**src/rtl/config_pkg.sv**
```systemverilog
// Shared definitions for the configuration transfer path (sender and receiver).
// Holds the UC state encoding, the config set geometry and the 7E1 frame builder.
package config_pkg;

    localparam int CONFIG_WORDS = 8;
    localparam int CONFIG_WIDTH = 7;
    localparam int FRAME_BITS   = 10;
    localparam int IDX_WIDTH    = 3;

    typedef enum logic [3:0] {
        INICIAL   = 4'd0,
        CARREGA   = 4'd1,
        TRANSMITE = 4'd2,
        PROXIMO   = 4'd3,
        FIM       = 4'd4
    } uc_state_t;

    // Bit 0 goes out first: start, data LSB..MSB, even parity, stop.
    function automatic logic [FRAME_BITS-1:0] build_frame(input logic [CONFIG_WIDTH-1:0] dados);
        return {1'b1, ^dados, dados, 1'b0};
    endfunction

endpackage

```
**src/rtl/tx_serial_7e1.sv**
```systemverilog
// Single-frame 7E1 serial transmitter: loads a frame on partida and shifts it out
// LSB first, each bit held for CLKS_PER_BIT cycles; pronto marks the final stop-bit cycle.
module tx_serial_7e1
    import config_pkg::*;
#(
    parameter int CLKS_PER_BIT = 5208
) (
    input  logic                    clock,
    input  logic                    reset,
    input  logic                    partida,
    input  logic [CONFIG_WIDTH-1:0] dados,
    output logic                    saida_serial,
    output logic                    pronto
);

    localparam int                 TICK_W    = (CLKS_PER_BIT > 1) ? $clog2(CLKS_PER_BIT) : 1;
    localparam logic [TICK_W-1:0]  TICK_LAST = TICK_W'(CLKS_PER_BIT - 1);
    localparam logic [3:0]         BIT_LAST  = 4'(FRAME_BITS - 1);

    logic                  ativo;
    logic [FRAME_BITS-1:0] shift_reg;
    logic [TICK_W-1:0]     tick_cnt;
    logic [3:0]            bit_idx;

    always_ff @(posedge clock or posedge reset) begin
        if (reset) begin
            ativo     <= 1'b0;
            shift_reg <= '1;
            tick_cnt  <= '0;
            bit_idx   <= '0;
        end else if (partida) begin
            ativo     <= 1'b1;
            shift_reg <= build_frame(dados);
            tick_cnt  <= TICK_LAST;
            bit_idx   <= '0;
        end else if (ativo) begin
            if (tick_cnt != '0) begin
                tick_cnt <= tick_cnt - TICK_W'(1);
            end else if (bit_idx == BIT_LAST) begin
                ativo <= 1'b0;
            end else begin
                shift_reg <= {1'b1, shift_reg[FRAME_BITS-1:1]};
                bit_idx   <= bit_idx + 4'd1;
                tick_cnt  <= TICK_LAST;
            end
        end
    end

    // Gating with ativo lets an async reset force the line idle at once.
    assign saida_serial = ~ativo | shift_reg[0];
    assign pronto       = ativo && (tick_cnt == '0) && (bit_idx == BIT_LAST);

endmodule

```
**src/rtl/config_sender.sv**
```systemverilog
// Sends the snapshotted configuration set (temp1..temp7, lim_um) as eight 7E1 frames.
// State | meaning: INICIAL idle/sample request, CARREGA start frame, TRANSMITE wait frame, PROXIMO next word, FIM done pulse.
module config_sender
    import config_pkg::*;
#(
    parameter int CLKS_PER_BIT = 5208
) (
    input  logic                    clock,
    input  logic                    reset,
    input  logic                    enviar_config,
    input  logic [CONFIG_WIDTH-1:0] temp1,
    input  logic [CONFIG_WIDTH-1:0] temp2,
    input  logic [CONFIG_WIDTH-1:0] temp3,
    input  logic [CONFIG_WIDTH-1:0] temp4,
    input  logic [CONFIG_WIDTH-1:0] temp5,
    input  logic [CONFIG_WIDTH-1:0] temp6,
    input  logic [CONFIG_WIDTH-1:0] temp7,
    input  logic [CONFIG_WIDTH-1:0] lim_um,
    output logic                    saida_serial,
    output logic                    ocupado,
    output logic                    pronto_envio,
    output logic [3:0]              db_estado
);

    localparam logic [IDX_WIDTH-1:0] IDX_LAST = IDX_WIDTH'(CONFIG_WORDS - 1);

    uc_state_t               state;
    uc_state_t               state_next;
    logic [IDX_WIDTH-1:0]    idx;
    logic [CONFIG_WIDTH-1:0] entradas [CONFIG_WORDS];
    logic [CONFIG_WIDTH-1:0] snapshot [CONFIG_WORDS];
    logic                    partida;
    logic                    tx_pronto;
    logic                    captura;

    assign entradas[0] = temp1;
    assign entradas[1] = temp2;
    assign entradas[2] = temp3;
    assign entradas[3] = temp4;
    assign entradas[4] = temp5;
    assign entradas[5] = temp6;
    assign entradas[6] = temp7;
    assign entradas[7] = lim_um;

    assign captura = (state == INICIAL) && enviar_config;

    always_ff @(posedge clock or posedge reset) begin
        if (reset) begin
            state <= INICIAL;
        end else begin
            state <= state_next;
        end
    end

    always_comb begin
        state_next   = INICIAL;
        partida      = 1'b0;
        pronto_envio = 1'b0;
        case (state)
            INICIAL:   state_next = enviar_config ? CARREGA : INICIAL;
            CARREGA: begin
                partida    = 1'b1;
                state_next = TRANSMITE;
            end
            TRANSMITE: begin
                if (!tx_pronto) begin
                    state_next = TRANSMITE;
                end else if (idx == IDX_LAST) begin
                    state_next = FIM;
                end else begin
                    state_next = PROXIMO;
                end
            end
            PROXIMO:   state_next = CARREGA;
            FIM: begin
                pronto_envio = 1'b1;
                state_next   = INICIAL;
            end
            default:   state_next = INICIAL;
        endcase
    end

    // The whole set is frozen at the request so a sequence is always self-consistent.
    always_ff @(posedge clock or posedge reset) begin
        if (reset) begin
            idx <= '0;
            for (int i = 0; i < CONFIG_WORDS; i++) begin
                snapshot[i] <= '0;
            end
        end else if (captura) begin
            idx <= '0;
            for (int i = 0; i < CONFIG_WORDS; i++) begin
                snapshot[i] <= entradas[i];
            end
        end else if (state == PROXIMO) begin
            idx <= idx + IDX_WIDTH'(1);
        end
    end

    tx_serial_7e1 #(
        .CLKS_PER_BIT(CLKS_PER_BIT)
    ) u_tx (
        .clock       (clock),
        .reset       (reset),
        .partida     (partida),
        .dados       (snapshot[idx]),
        .saida_serial(saida_serial),
        .pronto      (tx_pronto)
    );

    assign ocupado   = (state == CARREGA) || (state == TRANSMITE) || (state == PROXIMO);
    assign db_estado = state;

endmodule

```
**config.mk**
```make
export PLATFORM = sky130hd
export DESIGN_NAME = config_sender
export DESIGN_NICKNAME = d
export VERILOG_FILES = /design/src/rtl/config_pkg.sv /design/src/rtl/tx_serial_7e1.sv /design/src/rtl/config_sender.sv
export SDC_FILE = /design/constraint.sdc
export NUM_CORES = 1
export LEC_CHECK = 0
export BUFFER_PORTS_ARGS = -buffer_cell sky130_fd_sc_hd__buf_2
export CORE_MARGIN = 2
export CORE_UTILIZATION = 55
export CTS_BUF_LIST = sky130_fd_sc_hd__clkbuf_8
export CTS_CLUSTER_DIAMETER = 80
export DETAILED_ROUTE_END_ITERATION = 16
export GPL_ROUTABILITY_DRIVEN = 0
export PLACE_DENSITY = 0.86
export SETUP_SLACK_MARGIN = 0.15
export SLEW_MARGIN = 20
export SYNTH_ARGS = -nofsm -noshare
export SYNTH_HDL_FRONTEND = slang
export SYNTH_HIERARCHICAL = 1
export SYNTH_SLANG_ARGS = --single-unit
```
**constraint.sdc**
```tcl
create_clock -name clock -period 6.04 [get_ports clock]
set_clock_uncertainty 0.05 [all_clocks]
set_input_delay 1.51 -clock clock [delete_from_list [all_inputs] [get_ports clock]]
set_output_delay 1.51 -clock clock [all_outputs]
set_load 0.02 [all_outputs]
```
; Word-level counts from Yosys, hierarchy flattened
; Index checks and enable logic that the tools add are counted.
[totals]
regBits = 91
output_inout_bits = 7
wordCells = 70
[classes]
n_addsub = 3
n_lt_le_gt_ge = 1
eq_ne = 9
mux = 27
bitwise = 3
reduce_logical = 13
[ops]
columns = cell, count
row1 = 2-to-1 mux 13 bit, 4
row2 = 2-to-1 mux 10 bit, 4
row3 = binary-select mux 7 bit (select 3 bit), 1
row4 = 2-to-1 mux 4 bit, 4
row5 = 2-to-1 mux 7 bit, 2
row6 = logical NOT 13 bit, 1
row7 = nonzero test 13 bit, 1
row8 = subtractor 13 x 1 -> 13 bit (second input constant), 1
row9 = 2-to-1 mux 3 bit, 4
row10 = one-hot mux 3 bit (4 select lines), 1
row11 = == test 4 x 2 -> 1 bit (second input constant), 2
row12 = 2-to-1 mux 1 bit, 7
row13 = parity 7 bit, 1
row14 = adder 4 x 1 -> 4 bit (second input constant), 1
row15 = == test 4 x 1 -> 1 bit (second input constant), 1
row16 = == test 4 x 3 -> 1 bit (second input constant), 1
row17 = == test 4 bit (second input constant), 1
row18 = >= comparator 4 bit (second input constant), 1
row19 = logical NOT 4 bit, 1
row20 = inequality test 2 bit (second input constant), 2
row21 = NOT 3 -> 4 bit, 1
row22 = nonzero test 2 bit, 2
row23 = adder 3 x 1 -> 3 bit (second input constant), 1
row24 = == test 3 bit (second input constant), 1
row25 = 7 further kinds, 10

; Longest topological paths before layout
; Gate-level depths: netlist of run 1.
[logic_depth]
word_depth = 6
depth_mapped = 8

; Cells and area by module
; The synthesis of run 1 kept the hierarchy.
[modules_own_cells]
columns = module, n_inst, cells_each, area_each_um2
row1 = config_sender, 1, 181, 3120.5
row2 = tx_serial_7e1, 1, 175, 1724.2

; Worst setup path after synthesis of run 1
; OpenSTA, ideal clock, no wires.
[synth_timing]
path_type = in2reg
from = in enviar_config
to = reg snapshot[0] (netlist bit)
setup_ps = 125
arrival_time_ps = 2578
t_required_ps = 5865
path_slack_ps = 3287
cell_stages = 5
n_path_buf = 2
cell_sequence = or3b_4 nor2_4 buf_12 buf_12 mux2_4
[synth_via]
elab_chain_cells = 1
[synth_lines]
columns = item, line_no
row1 = start: declaration, config_sender.sv:10  ; input logic enviar_config,
row2 = logical AND 1 bit, config_sender.sv:45  ; assign captura = (state == INICIAL) && enviar_config;
row3 = end signal: indexed assignment, config_sender.sv:93  ; snapshot[i] <= entradas[i];
row4 = end: declaration, config_sender.sv:31  ; logic [CONFIG_WIDTH-1:0] snapshot [CONFIG_WORDS];
; Every way passes these cells.
; A chain may end at the register's enable or synchronous reset.

; Worst setup path in the final report of run 1
[layout_timing]
from = in enviar_config
to = reg snapshot[45] (netlist bit)
; Same word-level chain as after synthesis.

==> flow_summary_export.csv, run 1 <==
group,metric,value,unit
die,placementRows,34,
synthesis,yosys.area.top_type_share,41.3,%
die,chipHeight,97.9,um
finish,fraction_of_final_layout_cells_sized_beyond_drive_strength_1,42.9,%
timing,rsz_0062_raised_after_global_routing,"false",
clock_tree,cts_tree,"built",
die,ios,66,
critical_path,cp-startpoint,"enviar_config",
finish,fin_nets,477,
detailed_routing,routed-via-count,3136,
critical_path,critical_path.endpoint_type,"flip-flop",
synthesis,netlist_top_cells_area,"dfrtp_1 41%, mux2_4 13%, mux2_2 5.3%, dfstp_2 4.9%, mux4_1 4.9%",
critical_path,regToRegStartpoint,"idx[0]$_DFFE_PP0P_",
finish,layout.core_utilization,61.3,%
clock_tree,cts_root_buffer,"clkbuf_8",
pwr,total_leakage_power,2.47,nW
clock_tree,cts_setup_buffers,0,
place,place.detailed.instances,509,
global_route,grt_start_max_net_pins,63,
timing,fin_worst_hold_slack,0.444,ns
timing,setup-tns-final,0,ns
clock_tree,cts_resized,0,
timing,max_freq,332,MHz
clock_tree,ctsHtreeMaxLevel,3,
min_path,hp-class,"flip-flop to flip-flop",
clock_tree,tritoncts_buffer_count,9,
critical_path,cp_data_arrival_time,3.22,ns
synthesis,synth.most_common_cell,"dfrtp_1",
detailed_routing,wire_per_inst,18.2,um
die,fp.coreArea,8640,sq um
timing,finalMaxSlewViolations,0,
finish,fillers,629,
timing,timing_hold_violations_final,0,
synthesis,yosys.area.top_type,"dfrtp_1",
synthesis,yosys_warnings,6,
critical_path,critPathSlowestCell,"buf_4",
outcome,outcome,"finished, final reports clean",
die,overall_die_area,9580,sq um
clock_tree,max-clock-path-buffers,2,
finish,max_ffs_per_register,56,
synthesis,mappedNetlistArea,4840,sq um
detailed_routing,drc,0,
die,dieWidth,97.9,um
critical_path,critPathLaunchType,"input port",
detailed_routing,drt_pass1_iterations,4,
finish,post_layout_cell_count,525,
global_route,grt_first_pass_wirelength,16.5,mm
synthesis,synth_cell_type_count,63,
finish,n_antenna_cell,0,
place,hpwl,6.65,mm
critical_path,worstPathCellList,"buf_2 -> or3b_4 -> nor2_4 -> buf_4 -> mux2_2",
detailed_routing,postRouteWirelength,9.54,mm
critical_path,worst_ep_required_time,6.24,ns
synthesis,ys_seq_area_share,46.2,%
synthesis,synth_flop_cell,"dfrtp_1",
synthesis,synth_commonest_cells,"80 x dfrtp_1, 41 x mux2_4, 23 x mux2_2",
die,initial_core_util,56.1,%
global_route,initial_antenna_violation_count,0,
timing,setup_violations,0,
pwr,power-per-cell-area,208,nW/um^2
synthesis,synth.net_count,421,
detailed_routing,detail-route-antenna-nets,0,
clock_tree,holdBufCountCts,0,
clock_tree,clk-insertion-delay-late,0.36,ns
detailed_routing,via_per_inst,5.97,
timing,maxSlewHeadroom,38.3,%
global_route,globalRoute.totalOverflow,0,
global_route,number_of_global_route_vias_before_repair,3355,
critical_path,worstPathMaxFanout,56,
clock_tree,clk_pin_slew,0.10,ns
synthesis,number_of_enable_flip_flop_cells_after_synthesis,0,
min_path,worst_hold_startpoint,"u_tx/shift_reg[1]$_DFFE_PP1P_",
finish,areaGrowthSynthToFinish,9.19,%
synthesis,ys_ff_latch,89,
place,port_buffers,64,
job,drv_cap,0,
critical_path,cpPeakStageDelay,0.69,ns
detailed_routing,dr.first_iter.drc_count,147,
timing,max_slew.worst_pin.slew,0.925,ns
pwr,peakVddDrop,0.000137,V
synthesis,syn_avg_cell_area,13.6,sq um
global_route,groute.usage.overall,21.4,%
clock_tree,cts_sinks,89,
timing,final.min_clock_period,3.02,ns
synthesis,async_reset_ff_share,100,%
critical_path,path_class,"input port to flip-flop",
timing,timing.final.crit_share,49.9,%
synthesis,netlist_instances,356,
## layout make-up
| cell class | count | area, sq um | area share [%] |
|---|---|---|---|
| multi-input cells | 237 | 2360 | 44.7 |
| repair buffers | 67 | 343 | 6.48 |
| well taps | 108 | 135 | 2.55 |
| clock buffers | 9 | 124 | 2.34 |
| flip-flops and latches | 89 | 2240 | 42.3 |
| inverters | 8 | 30.0 | 0.568 |
| clock inverters | 7 | 55.1 | 1.04 |
## report_power, final
group          switching (mW)  internal, mW  total, mW  leakage [nW]
Sequential             0.0134         0.623      0.636          1.11
Combinational          0.0332        0.0509     0.0840          1.26
Clock                   0.228         0.154      0.382        0.0969
Total                   0.274         0.828       1.10          2.47
## critical path, delay by kind of cell
family / cells / cell delay [ns]
buf+inv: 2 / 0.77
mux: 1 / 0.41
simple gates: 2 / 0.47
## per-layer routing
metal	global-route usage (%)	wire [um]
met5	0	0
met4	6.73	136
met3	4.44	399
met2	36.7	4900
met1	27.3	4100
## cells in the final DEF, fill, tap and decap left out, types with 5 or more instances in the layout
| master | netlist | layout |
|---|---|---|
| nor2_1 | 15 | 15 |
| ha_1 | 6 | 6 |
| nor2b_1 | 9 | 9 |
| o21ai_0 | 12 | 12 |
| a21oi_1 | 15 | 15 |
| buf_2 | 1 | 64 |
| mux2i_1 | 6 | 6 |
| inv_1 | 8 | 7 |
| mux4_2 | 5 | 5 |
| or3_1 | 5 | 5 |
| clkbuf_8 | 0 | 9 |
| xnor2_1 | 5 | 5 |
| nand2_1 | 12 | 12 |
| dfstp_2 | 9 | 9 |
| mux4_1 | 9 | 9 |
| dfrtp_1 | 80 | 80 |
| nor3_1 | 5 | 5 |
| a221o_1 | 6 | 6 |
| mux2_4 | 41 | 41 |
| mux2_2 | 23 | 23 |
## through the flow
step	power, mW	instance area (sq um)	setup WS, ns
6_report	1.10	5290	3.02
5_1_grt	1.14	5290	2.97
4_1_cts	1.11	5290	3.04
3_5_place_dp	0.733	5110	2.64
3_3_place_gp	0.726	5110	2.70
2_1_floorplan	0.698	4840	2.94
## logic make-up after synthesis
logic type | synth area share (%)
buffers and inverters | 4.98
xor gates and xnor gates | 1.08
adders and majority gates | 1.55
muxes | 26.5
DFF | 46.2
AOI/OAI and AO/OA | 7.67
and+or+nand+nor | 11.9
other | 0.0774
## path summary, 6_finish.rpt
check | cells after the start | to | slack, ns
max | 5 | snapshot[45]$_DFFE_PP0P_ | 3.02
min | 2 | u_tx/shift_reg[0]$_DFFE_PP1P_ | 0.44
max reg2reg | 6 | u_tx/shift_reg[8]$_DFFE_PP1P_ | 3.37
min reg2reg | 2 | u_tx/shift_reg[0]$_DFFE_PP1P_ | 0.44
max in group asynchronous | 3 | snapshot[40]$_DFFE_PP0P_ | 4.10
min in group asynchronous | 2 | u_tx/tick_cnt[12]$_DFFE_PP0P_ | 1.16
Note: power is estimated with default switching activity, not from simulation.
==> inputs of run 2 (changes only) <==
--- a/config.mk
+++ b/config.mk
@@ -7,12 +7,12 @@
 export LEC_CHECK = 0
 export BUFFER_PORTS_ARGS = -buffer_cell sky130_fd_sc_hd__buf_2
 export CORE_MARGIN = 2
-export CORE_UTILIZATION = 55
+export CORE_UTILIZATION = 54
 export CTS_BUF_LIST = sky130_fd_sc_hd__clkbuf_8
 export CTS_CLUSTER_DIAMETER = 80
 export DETAILED_ROUTE_END_ITERATION = 16
 export GPL_ROUTABILITY_DRIVEN = 0
-export PLACE_DENSITY = 0.86
+export PLACE_DENSITY = 0.88
 export SETUP_SLACK_MARGIN = 0.15
 export SLEW_MARGIN = 20
 export SYNTH_ARGS = -nofsm -noshare
==> constraint.sdc (replaced) <==
create_clock -name clock -period 2.55 [get_ports clock]
set_clock_uncertainty 0.05 [all_clocks]
set_input_delay 0.6375 -clock clock [delete_from_list [all_inputs] [get_ports clock]]
set_output_delay 0.6375 -clock clock [all_outputs]
set_load 0.02 [all_outputs]
==> run 2 against run 1 <==
Flip-flop and latch count unchanged. Register-to-register slack worse by 3.1 ns. Global-route usage up 0.41 points. Cell count up 2.3%. Via count up 0.57%. Non-clock buffer count up 12. Sequential share of layout area down 1.4 points. Sequential power up 140%. Combinational power up 150%. Worst setup slack worse by 2.7 ns. Power rose to 2.5 times the previous value. Die area up 1.8%.
==> flow_summary_export.csv, run 2 (same netlist as run 1, synthesis figures left out) <==
group,metric,value,unit
clock_tree,clk_pin_slew,0.09,ns
die,initial_core_util,55.6,%
critical_path,cp_data_arrival_time,2.46,ns
timing,timing.final.crit_share,89.0,%
outcome,outcome,"finished, final reports clean",
global_route,grt_first_pass_wirelength,16.8,mm
clock_tree,cts_setup_buffers,0,
timing,max_slew.worst_pin.slew,0.842,ns
finish,max_ffs_per_register,56,
die,chipHeight,98.7,um
detailed_routing,wire_per_inst,18.3,um
timing,final.min_clock_period,2.27,ns
critical_path,critPathLaunchType,"flip-flop",
critical_path,worstPathMaxFanout,11,
die,fp.coreArea,8720,sq um
detailed_routing,detail-route-antenna-nets,0,
global_route,grt_start_max_net_pins,57,
place,place.detailed.instances,521,
detailed_routing,drt_pass1_iterations,5,
detailed_routing,routed-via-count,3154,
clock_tree,max-clock-path-buffers,2,
clock_tree,cts_tree,"built",
critical_path,worst_ep_required_time,2.74,ns
timing,setup_violations,0,
finish,fillers,625,
die,overall_die_area,9750,sq um
critical_path,path_class,"flip-flop to flip-flop",
timing,rsz_0062_raised_after_global_routing,"false",
timing,fin_worst_hold_slack,0.322,ns
place,place_worst_setup_slack,0.313,ns
finish,final_cell_mix,"80 x dfrtp_1, 64 x buf_2, 41 x mux2_4",
clock_tree,tritoncts_buffer_count,9,
die,dieWidth,98.7,um
clock_tree,cts_root_buffer,"clkbuf_8",
global_route,groute.usage.overall,21.8,%
timing,setup-tns-final,0,ns
finish,fin_nets,489,
timing,finalMaxSlewViolations,0,
min_path,hp-class,"input port to async pin",
clock_tree,cts_resized,0,
finish,n_antenna_cell,0,
finish,post_layout_cell_count,537,
detailed_routing,dr.first_iter.drc_count,161,
timing,timing_hold_violations_final,0,
die,ios,66,
detailed_routing,postRouteWirelength,9.82,mm
critical_path,critical_path.endpoint_type,"flip-flop",
die,placementRows,34,
clock_tree,holdBufCountCts,0,
clock_tree,clk-insertion-delay-late,0.36,ns
timing,final.setup.worst_slack,0.281,ns
place,port_buffers,64,
detailed_routing,drc,0,
global_route,number_of_global_route_vias_before_repair,3314,
clock_tree,cts_sinks,89,
pwr,total_leakage_power,2.55,nW
place,hpwl,7.11,mm
detailed_routing,via_per_inst,5.87,
global_route,initial_antenna_violation_count,0,
finish,areaGrowthSynthToFinish,12.8,%
clock_tree,ctsHtreeMaxLevel,3,
finish,fraction_of_final_layout_cells_sized_beyond_drive_strength_1,44.5,%
timing,max_freq,441,MHz
pwr,power-per-cell-area,513,nW/um^2
finish,final_common_cell,"dfrtp_1",
pwr,peakVddDrop,0.000472,V
global_route,globalRoute.totalOverflow,0,
job,drv_cap,0,
timing,maxSlewHeadroom,43.8,%
==> run 2: cell types whose count changed in the layout (fill, tap and decap cells not counted), moves of 2 or more <==
cell	before	now
buf_4	3	12
buf_12	0	3
bufinv_16	0	2
clkinv_4	3	1
==> run 2: through the flow <==
stage               power (mW)  utilization, %  instance area (sq um)
floorplan                 1.65               -                   4840
global placement          1.73            60.1                   5240
detailed placement        1.74            60.1                   5240
CTS                       2.82            62.7                   5470
global route              2.92            62.7                   5470
finish                    2.80            62.7                   5470
==> run 2: final cells by class <==
type                    instances  area [sq um]  share of cell area, %
inverters                       8          30.0                  0.549
clock inverters                 6          90.1                   1.65
repair buffers                 79           470                   8.61
multi-input cells             237          2360                   43.3
clock buffers                  10           138                   2.52
well taps                     108           135                   2.47
flip-flops and latches         89          2240                   40.9
==> run 2: path summary, 6_finish.rpt <==
check / from / cells past startpoint / to / slack [ns]
setup / recovery: u_tx/tick_cnt[0]$_DFFE_PP0P_ / 7 / u_tx/bit_idx[3]$_DFFE_PP0P_ / 0.28
hold / removal: reset / 2 / snapshot[11]$_DFFE_PP0P_ / 0.32
setup reg to reg: u_tx/tick_cnt[0]$_DFFE_PP0P_ / 7 / u_tx/bit_idx[3]$_DFFE_PP0P_ / 0.28
hold reg to reg: u_tx/shift_reg[0]$_DFFE_PP1P_ / 2 / u_tx/shift_reg[0]$_DFFE_PP1P_ / 0.45
max in group asynchronous: reset / 3 / u_tx/shift_reg[8]$_DFFE_PP1P_ / 1.33
min in group clock: u_tx/shift_reg[0]$_DFFE_PP1P_ / 2 / u_tx/shift_reg[0]$_DFFE_PP1P_ / 0.45
==> run 2: routing by layer <==
layer / track usage (%) / vias to the layer above / wire [um]
met5: 0 / - / 0
li1: - / 1469 / -
met4: 6.53 / 0 / 173
met3: 4.61 / 20 / 448
met1: 29.0 / 1557 / 4130
met2: 36.2 / 108 / 5060
==> run 2: worst max-delay path: stages (launching register included) <==
cell,delay [ns]
dfrtp_1,0.43
inv_1,0.10
ha_1,0.18
or4b_4,0.52
nor4_4,0.22
buf_4,0.22
nand4_2,0.13
mux2_4,0.31
==> run 2: where the power goes <==
group	total (mW)	internal, mW	leakage (nW)	switching, mW
logic	0.206	0.126	1.33	0.0801
registers	1.51	1.48	1.11	0.0327
clock network	1.09	0.582	0.113	0.508
==> inputs of run 3 (changes only) <==
--- a/config.mk
+++ b/config.mk
@@ -12,6 +12,7 @@
 export CTS_CLUSTER_DIAMETER = 80
 export DETAILED_ROUTE_END_ITERATION = 16
 export GPL_ROUTABILITY_DRIVEN = 0
+export GPL_TIMING_DRIVEN = 0
 export PLACE_DENSITY = 0.88
 export SETUP_SLACK_MARGIN = 0.15
 export SLEW_MARGIN = 20
==> run 3 against run 2 <==
Non-clock buffer count rose by 11. Largest power group unchanged. Sequential power hardly changed. Flip-flop and latch count is the same. Clock-buffer cell count rose by 1. Maximum frequency decreased by 4.8%.
==> flow_summary_export.csv, run 3 (same netlist as run 1, synthesis figures left out) <==
group,metric,value,unit
timing,timing.final.crit_share,93.4,%
critical_path,reg2reg_setup_slack,0.17,ns
critical_path,worst_ep_required_time,2.76,ns
pwr,power_share_of_the_clock_group,36.8,%
place,place_worst_setup_slack,-0.0633,ns
die,initial_core_util,55.6,%
timing,timing_hold_violations_final,0,
pwr,netSwitchingPower,0.616,mW
outcome,outcome,"finished, final reports clean",
critical_path,cpPeakStageDelay,0.54,ns
min_path,hp-class,"input port to async pin",
detailed_routing,wire_per_inst,18.8,um
critical_path,timing.critical_path.buf_inv,2,
finish,fraction_of_final_layout_cells_sized_beyond_drive_strength_1,44.5,%
clock_tree,ctsHtreeMaxLevel,3,
detailed_routing,detail-route-antenna-nets,0,
finish,final_cell_mix,"80 x dfrtp_1, 65 x buf_2, 41 x mux2_4",
pwr,total_leakage_power,2.59,nW
die,chipHeight,98.7,um
finish,n_antenna_cell,0,
detailed_routing,dr.first_iter.drc_count,232,
critical_path,critPathLaunchType,"flip-flop",
clock_tree,max-clock-path-buffers,2,
place,port_buffers,64,
detailed_routing,drc,0,
global_route,grt_start_max_net_pins,63,
timing,setup_violations,0,
job,drv_cap,0,
finish,postLayoutCellArea,5570,sq um
die,overall_die_area,9750,sq um
die,ios,66,
global_route,globalRoute.totalOverflow,0,
clock_tree,clk-insertion-delay-late,0.36,ns
critical_path,r2r_end,"u_tx/shift_reg[8]$_DFFE_PP1P_",
critical_path,worstPathCellList,"buf_6 -> buf_12 -> mux4_1 -> mux2_2 -> xnor2_2 -> xnor2_1 -> xnor2_1 -> a22oi_1",
pwr,power-per-cell-area,488,nW/um^2
place,standard_cell_area_after_detailed_placement,5330,sq um
timing,final.setup.worst_slack,0.168,ns
global_route,grt_first_pass_wirelength,17.5,mm
finish,sequential_cell_area,2240,sq um
clock_tree,clk_pin_slew,0.09,ns
critical_path,path_class,"flip-flop to flip-flop",
die,fp.coreArea,8720,sq um
finish,areaGrowthSynthToFinish,15.1,%
timing,final.min_clock_period,2.38,ns
clock_tree,tritoncts_buffer_count,9,
critical_path,worst_path_most_repeated_cell,"xnor2_1",
clock_tree,cts_tree,"built",
pwr,power.switching_fraction,22.6,%
critical_path,worstRegToRegCells,8,
critical_path,cp_data_arrival_time,2.59,ns
timing,fin_worst_hold_slack,0.292,ns
global_route,initial_antenna_violation_count,0,
timing,max_slew.worst_pin.slew,0.690,ns
die,placementRows,34,
global_route,number_of_global_route_vias_before_repair,3487,
pwr,p_int,2.10,mW
detailed_routing,routed-via-count,3297,
pwr,power.combinational.fraction,7.7,%
timing,finalMaxSlewViolations,0,
clock_tree,cts_root_buffer,"clkbuf_8",
timing,max_freq,420,MHz
timing,maxSlewHeadroom,53.9,%
detailed_routing,drt_pass1_iterations,5,
detailed_routing,via_per_inst,6.02,
finish,fin_nets,500,
critical_path,regToRegStartpoint,"idx[0]$_DFFE_PP0P_",
clock_tree,cts_sinks,89,
global_route,groute.usage.overall,22.7,%
finish,multi_input_comb_area,2370,sq um
pwr,seqPwrFrac,55.4,%
timing,rsz_0062_raised_after_global_routing,"true",
die,dieWidth,98.7,um
critical_path,critPathSlowestCell,"mux4_1",
finish,final_common_cell,"dfrtp_1",
critical_path,critical_path.endpoint_type,"flip-flop",
pwr,peakVddDrop,0.000525,V
finish,max_ffs_per_register,56,
place,hpwl,7.28,mm
detailed_routing,postRouteWirelength,10.3,mm
critical_path,cp_top_family,"multiplexers",
critical_path,worstPathMaxFanout,10,
finish,fillers,613,
run 3: final cells by class:
class,instances,share of cell area (%)
flip-flops and latches,89,40.2
plain buffers,22,3.88
multi-input cells,237,42.6
well taps,108,2.42
inverters,8,0.584
clock buffers,11,2.72
clock inverters,5,0.988
repair buffers,68,6.64
run 3: timing repair:
item,in CTS,in global routing
setup buffers,0,3
hold buffers,0,0
resized for setup,1,6
pin swaps,0,1
endpoints found under the setup margin,2,10
run 3: stage by stage:
stage	cells	util (%)	TNS, ns	total power, mW
detailed placement	529	61.1	-0.0633	1.74
floorplan	356	-	0	1.65
CTS	545	63.5	0	2.74
global route	548	63.9	0	2.83
finish	548	63.9	0	2.72
global placement	528	60.8	-20.48	1.72
run 3: how the worst max path moves through the flow:
| stage | start | to | slack, ns | depth (start not counted) |
|---|---|---|---|---|
| finish | idx[0]$_DFFE_PP0P_ | u_tx/shift_reg[8]$_DFFE_PP1P_ | 0.17 | 8 |
| detailed placement | idx[2]$_DFFE_PP0P_ | u_tx/shift_reg[8]$_DFFE_PP1P_ | -0.06 | 8 |
| global route | idx[0]$_DFFE_PP0P_ | u_tx/shift_reg[8]$_DFFE_PP1P_ | 0.004 | 8 |
| floorplan | reset | db_estado[0]$_DFF_PP0_ | 0.32 | 1 |
| global placement | reset | snapshot[3]$_DFFE_PP0P_ | -0.33 | 2 |
| CTS | idx[2]$_DFFE_PP0P_ | u_tx/shift_reg[8]$_DFFE_PP1P_ | 0.16 | 8 |
run 3: worst min-delay path: stages:
cell,delay [ns]
buf_2,0.13
inv_4,0.06
buf_16,0.27
run 3: power groups by stage:
stage / Sequential (mW) / Combinational [mW] / Clock [mW]
6_report: 1.51 / 0.211 / 1.00
5_1_grt: 1.51 / 0.230 / 1.09
4_1_cts: 1.51 / 0.210 / 1.02
3_5_place_dp: 1.53 / 0.208 / 0
3_3_place_gp: 1.53 / 0.193 / 0
2_1_floorplan: 1.52 / 0.133 / 0
run 3: metal layers:
metal	routed length [um]	share of wire (%)	track usage (%)	vias up
met2	5240	51	37.4	131
li1	-	-	-	1492
met4	165	1.6	7.48	0
met5	0	0	0	-
met1	4310	42	30.1	1657
met3	573	5.6	4.96	17
